### src/rtl/mult_pkg.sv
// mult_pkg: shared state encoding for the sequential signed multiplier.
package mult_pkg;
  typedef enum logic [2:0] {IDLE, CLR, ADD, SHIFT, HOLD} state_t;
endpackage

### src/rtl/seq_signed_mult_addsub.sv
// addsub_n: combinational (WIDTH+1)-bit sign-extending adder/subtracter.
module addsub_n #(
  parameter int WIDTH = 8
) (
  input  logic [WIDTH-1:0] A,
  input  logic [WIDTH-1:0] B,
  input  logic             Sub,
  output logic [WIDTH-1:0] Sum,
  output logic             X
);
  logic [WIDTH:0] bx;
  // Subtraction is ~B plus a carry-in of one; carry out of bit WIDTH drops.
  assign bx = {B[WIDTH-1], B} ^ {(WIDTH+1){Sub}};
  assign {X, Sum} = {A[WIDTH-1], A} + bx + {{WIDTH{1'b0}}, Sub};
endmodule

### src/rtl/seq_signed_mult.sv
// seq_signed_mult: sequential two's-complement add-shift multiplier with load/run handshake.
module seq_signed_mult
  import mult_pkg::*;
#(
  parameter int WIDTH = 8,
  localparam int CNT_W = $clog2(WIDTH) + 1
) (
  input  logic             Clk,
  input  logic             Reset,
  input  logic             Run,
  input  logic             ClearA_LoadB,
  input  logic [WIDTH-1:0] Switches,
  output logic [WIDTH-1:0] Aval,
  output logic [WIDTH-1:0] Bval,
  output logic             X,
  output logic             Busy,
  output logic             Done
);
  state_t state;
  logic [WIDTH-1:0] a, b, s_reg, sum;
  logic x, sum_x, last;
  logic [CNT_W-1:0] cnt;
  // The final iteration carries negative weight, so it subtracts.
  assign last = cnt == CNT_W'(WIDTH-1);
  addsub_n #(.WIDTH(WIDTH)) u_addsub (.A(a), .B(s_reg), .Sub(last), .Sum(sum), .X(sum_x));
  always_ff @(posedge Clk or posedge Reset) begin
    if (Reset) begin
      state <= IDLE;
      a <= '0;
      b <= '0;
      x <= 1'b0;
      s_reg <= '0;
      cnt <= '0;
    end else begin
      case (state)
        IDLE: begin
          if (ClearA_LoadB) begin
            a <= '0;
            x <= 1'b0;
            b <= Switches;
          end else if (Run) state <= CLR;
        end
        CLR: begin
          a <= '0;
          x <= 1'b0;
          s_reg <= Switches;
          cnt <= '0;
          state <= ADD;
        end
        ADD: begin
          if (b[0]) {x, a} <= {sum_x, sum};
          else x <= a[WIDTH-1];
          state <= SHIFT;
        end
        SHIFT: begin
          a <= {x, a[WIDTH-1:1]};
          b <= {a[0], b[WIDTH-1:1]};
          cnt <= cnt + 1'b1;
          state <= last ? HOLD : ADD;
        end
        HOLD: if (!Run) state <= IDLE;
        default: state <= IDLE;
      endcase
    end
  end
  assign Aval = a;
  assign Bval = b;
  assign X = x;
  assign Busy = state == CLR || state == ADD || state == SHIFT;
  assign Done = state == HOLD;
endmodule
### config.mk
export PLATFORM = sky130hd
export DESIGN_NAME = seq_signed_mult
export DESIGN_NICKNAME = d
export VERILOG_FILES = /design/src/rtl/mult_pkg.sv /design/src/rtl/seq_signed_mult_addsub.sv /design/src/rtl/seq_signed_mult.sv
export SDC_FILE = /design/constraint.sdc
export NUM_CORES = 1
export LEC_CHECK = 0
export CAP_MARGIN = 20
export CELL_PAD_IN_SITES_DETAIL_PLACEMENT = 2
export CELL_PAD_IN_SITES_GLOBAL_PLACEMENT = 2
export CORE_AREA = 2 2 79 81
export DETAILED_ROUTE_END_ITERATION = 7
export DIE_AREA = 0 0 81 83
export PLACE_DENSITY_LB_ADDON = 0.1
export SLEW_MARGIN = 5
export SYNTH_ARGS = -nofsm -noshare
export SYNTH_HDL_FRONTEND = slang
export SYNTH_SLANG_ARGS = --single-unit
### constraint.sdc
create_clock -name Clk -period 3.2 [get_ports Clk]
set_input_delay 0.8 -clock Clk [delete_from_list [all_inputs] [get_ports Clk]]
set_output_delay 0.8 -clock Clk [all_outputs]
set_load 0.03 [all_outputs]
* Word level (Yosys, flattened, before mapping) *
Index checks and enable logic that the tools add are counted.

operators by class
  $add $sub $neg = 3
  eq/ne operators = 10
  muxes and demuxes = 14
  bitwise gates (word level) = 1
  reductions and logical operators = 11

operator list
  kind                                                              number
  8-bit case mux with 4 select lines                                1
  8-bit 2-to-1 mux                                                  3
  8-bit case mux with 2 select lines                                1
  3-bit case mux with 5 select lines                                1
  3-bit 2-to-1 mux                                                  4
  2-bit inequality test (second input constant)                     5
  9-bit by 1-bit adder with 9-bit output                            1
  9-bit adder                                                       1
  9-bit XOR                                                         1
  4-bit case mux with 2 select lines                                1
  3-bit by 2-bit == test with 1-bit output (second input constant)  2
  3-bit AND reduction                                               2
  4-bit by 1-bit adder with 4-bit output (second input constant)    1
  4-bit by 3-bit == test with 1-bit output (second input constant)  1
  2-bit AND reduction                                               2
  2-bit nonzero test                                                2
  4-bit nonzero test                                                1
  3-bit by 1-bit == test with 1-bit output (second input constant)  1
  3-bit == test (second input constant)                             1
  3-bit logical NOT                                                 1
  1-bit case mux with 3 select lines                                1
  3-bit nonzero test                                                1
  1-bit logical OR                                                  2
  1-bit 2-to-1 mux                                                  2

word-level totals
  register bits = 32
  bits of input ports = 12
  output and inout port bits = 19
  logic and storage cells = 45

* Longest topological paths before layout *
  word-level depth = 6
  gate-level depth with buffers = 12
  depth with buffers taken out = 11

* Hierarchy *
From an unflattened synthesis, not the netlist that was laid out.

second synthesis, totals
  cells, all modules = 175
  area, all modules = 1981.9 um2

by module, submodules not included
  module           times used  cells an instance  area an instance (um2)  seq. area each (um2)
  seq_signed_mult  1           124                1584.0                  800.8
  addsub_n         1           51                 397.9                   0.0

* Least setup slack after synthesis *
No wires, ideal clock.

  kind = register to register
  start point = register cnt[0]
  end point = register a[6], in the netlist Aval[6]
  library setup time = 0.126 ns
  arrival time = 2.372 ns
  required time = 3.074 ns
  slack = 0.702 ns
  stages on the path, launching flop included = 13
  buffers on the path = 1
  clock period less this slack = 2.498 ns
  cells stage by stage = dfrtp_1 > ha_1 > nand3b_1 > buf_2 > xnor2_1 > inv_1 > fa_1 > nand2b_2 > a21oi_2 > o21a_1 > o21ai_0 > a32oi_1 > a21oi_1

between the ends
  word-level cells in the longest chain between the ends = 6

ends and longest elaborated chain
  item                                        RTL line                      text
  start: declaration                          seq_signed_mult.sv:22         logic [CNT_W-1:0] cnt;
  start signal: assignment                    seq_signed_mult.sv:58         cnt <= cnt + 1'b1;
  4-bit by 3-bit == test with 1-bit output *  seq_signed_mult.sv:24         assign last = cnt == CNT_W'(WIDTH-1);
  9-bit XOR                                   seq_signed_mult_addsub.sv:13  assign bx = {B[WIDTH-1], B} ^ {(WIDTH+1){Sub}};
  9-bit adder                                 seq_signed_mult_addsub.sv:14  assign {X, Sum} = {A[WIDTH-1], A} + bx + {{WIDTH{1'b0}}, Sub};
  9-bit by 1-bit adder with 9-bit output *    seq_signed_mult_addsub.sv:14
  8-bit 2-to-1 mux *                          seq_signed_mult.sv:51         if (b[0]) {x, a} <= {sum_x, sum};
  8-bit case mux with 4 select lines *        seq_signed_mult.sv:35         case (state)
  end signal: assignment                      seq_signed_mult.sv:51
  end signal: assignment                      seq_signed_mult.sv:56         a <= {x, a[WIDTH-1:1]};
  end: declaration                            seq_signed_mult.sv:20         logic [WIDTH-1:0] a, b, s_reg, sum;

Mark *: on every way between the ends. The rest lies on a longest branch, timed or not. The select of a mux whose other input is x is not followed.
A chain may end at the register's enable or synchronous reset.

* Worst setup path after layout *
Same ends and word-level chain as after synthesis.

==> metrics.md <==
| Metric | Value |
|---|---|
| Largest net degree at the start of global routing | `33` |
| Initial core utilization | `32.1%` |
| Power density over the cells | `roughly 1200 nW/um^2` |
| Slew headroom | `~69%` |
| Count leader, synth | `dfrtp_1` |
| WP data required | `between 3 and 4 ns` |
| Die area | `just under 7000 sq um` |
| Post-synth EDFFs | `0` |
| Layout cell share with drive strength beyond 1 | `13.4%` |
| Global-route wire length before repair | `approximately 9200 um` |
| Cell repeated most along the worst path | `ha_1` |
| DP HPWL | `just over 4000 um` |
| Floorplan Core Area | `just under 6000 sq um` |
| Drt wl/cell | `17.3 um` |
| DR iter-0 viols | `35` |
| WP data arrival | `between 3 and 4 ns` |
| Post-CTS sizing | `0` |
| Row Count | `28` |
| H-tree depth | `2` |
| Synth warn | `0` |
| Worst vdd ir | `about 450 uV` |
| WL final | `around 5300 um` |
| Storage cell area | `around 800 sq um` |
| Crit path cell chain | `ha_1 > nand3b_1 > buf_4 > xnor2_1 > ha_1 > o21ai_2 > a21oi_2 > o21a_1 > or3_1 > a32oi_1 > a21oi_1` |
| Die width | `slightly above 80 um` |
| Final setup vio count | `0` |
| Main flop type after synthesis | `dfrtp_1` |
| Period utilization | `90.0%` |
| GRT overflow | `0` |
| Post-route cell area | `2340 sq um` |
| Synth-to-Final Area Change | `25.1%` |
| # hold bufs at CTS | `0` |
| Setup Fix Bufs, Post-CTS | `0` |
| Max-cap violations | `0` |
| Layout net count | `251` |
| Cts bufs inserted | `5` |
| CTS tree | `yes` |
| Port Buf Inserts | `30` |
| Post-layout util | `40.2%` |
| Min-Delay Path Depth | `1` |
| # DRC | `0` |
| Final Non-Filler Cells | `around 310` |
| Final min period | `approximately 2.9 ns` |
| Routability congestion estimate | `0.804` |
| Post-synthesis cell type with the largest combined area | `dfrtp_1` |
| Setup tns final | `0 ns` |
| Placed standard-cell area | `2230 sq um` |
| Filler cells | `660` |
| DRT Pass-1 Iters | `3` |
| Post-synthesis cell area | `approximately 1900 sq um` |
| Syn Nets | `roughly 220` |
| Crit. End Element | `register` |
| Post-Place Cells | `between 200 and 300` |
| Place WS | `about 0.30 ns` |
| Die Ht | `around 83 um` |
| Leak | `slightly below 1 nW` |
| Max-slew violation count | `0` |
| GRT Total Usage | `between 10% and 20%` |
| CP delay by family, top | `compound AO/OA/AOI/OAI gates` |
| Cell variety after synth | `44` |
| Clk_lat worst skew | `~0.28 ns` |
| Kind of critical path | `register to register` |
| Diode count | `0` |
| CP startpoint kind | `register` |
| Worst Skew | `0.00634 ns` |
| Final WS setup | `0.319 ns` |
| Reg2reg start | `cnt[0]` |
| Top cell type's share of synthesized area | `roughly 43%` |
| Num Clock Sinks | `32` |
| Vias per cell | `approximately 5.1` |
| Sequential area share after synthesis | `a little over two fifths` |
| Synthesized area per cell | `around 9.4 sq um` |
| Max Buffers Root-to-Sink | `2` |
| Hold Crit Endpoint | `cnt[2]` |
| Reg2reg setup slack | `approximately 0.32 ns` |
| RSZ-0062 raised after global routing | `false` |
| R2R Path End | `Aval[6]` |
| Synthesized instance count | `198` |
| Top cells by count, synth | `32 x dfrtp_1, 25 x nand2_1, 23 x nor2_1, 14 x a21oi_1, 11 x o21ai_0` |
| Initial antenna violation count | `0` |
| Final Hold Vio Count | `0` |
| IO Pins | `31` |
| CP max-delay cell | `dfrtp_1` |
| Root buffer cell | `clkbuf_8` |
| Clk slew on worst S/H paths | `0.07 ns` |
| Post-route ant nets | `0` |
| Multi-input logic area | `990 sq um` |
| Min-delay worst type | `register to register` |
| Fmax | `between 0.3 and 0.4 GHz` |
| Worst R2R Path Depth | `11` |
| Least-Margin Pin Slew | `roughly 0.46 ns` |
| WP buf/inv | `1` |
| CP max FO | `8` |
| Vias in the first global route | `approximately 1,800` |
| FF+latch count, synth | `32` |
| Top post-synthesis cells by area | `dfrtp_1 43%, ha_1 5.4%, nand2_1 5.0%, nor2_1 4.6%, mux2_2 4.2%` |
| Vias | `between 1,500 and 2,000` |
| Post-synth ARST share | `100%` |
| CP peak stage delay | `about 0.40 ns` |
| Status | `finished, final reports clean` |
| Min-delay src | `cnt[2]` |
-- stage by stage --
step | hold WS, ns | total power, mW
after floorplan | 0.460 | 1.97
after global placement | 0.504 | 2.43
after detailed placement | 0.501 | 2.54
after CTS | 0.514 | 2.94
after global routing | 0.546 | 3.15
final | 0.513 | 2.88
-- routing by layer --
metal | share of wire, % | track usage [%]
met1 | 45 | 22.1
met3 | 2.2 | 3.04
met4 | 0.47 | 3.39
met2 | 53 | 31.3
met5 | 0 | 0
-- how the worst max path moves through the flow --
stage           start  endpoint  slack, ns  depth (start not counted)
3_5_place_dp   cnt[0]   Aval[6]       0.30                         11
4_1_cts        cnt[0]   Aval[6]       0.28                         11
5_1_grt        cnt[0]   Aval[6]       0.03                         11
3_3_place_gp   cnt[0]   Aval[6]       0.50                         11
6_report       cnt[0]   Aval[6]       0.32                         11
2_1_floorplan  cnt[0]   Aval[6]       0.70                         12
-- power by group --
part	total, mW	internal (mW)	leakage (nW)	switching, mW
Sequential	0.809	0.602	0.377	0.206
Clock	0.382	0.231	0.0552	0.151
Combinational	1.69	0.716	0.538	0.977
-- logic make-up (layout without fill, tap and decap cells) --
logic type,after synthesis,after routing,synth area share (%)
AO/OA/AOI/OAI,56,56,20.0
XOR/XNOR,10,10,4.69
adder cells (fa/ha/maj),9,9,6.43
buffers and inverters,14,47,4.15
flip-flops,32,32,42.9
multiplexers,7,7,4.22
AND/OR/NAND/NOR,70,70,17.6
-- final cells by class --
type | count | share of cell area [%]
clock buffer | 6 | 3.10
clock inverter | 2 | 1.50
inverter | 6 | 0.964
multi-input combinational | 152 | 42.3
sequential | 32 | 34.3
tap | 75 | 4.01
timing repair buffer | 33 | 13.8
-- layout by cell type (no fill, tap or decap), drive strengths merged, types with 3 or more instances in the layout --
master / count
inv: 6
a22o: 3
dfrtp: 32
clkdlybuf4s50: 30
o21ai: 14
buf: 3
nor2: 26
a21oi: 16
a31oi: 10
nand2b: 4
nor2b: 3
xor2: 3
mux2: 7
clkbuf: 6
nand2: 26
xnor2: 7
ha: 8
No activity file was read; power rests on OpenSTA's default activity.
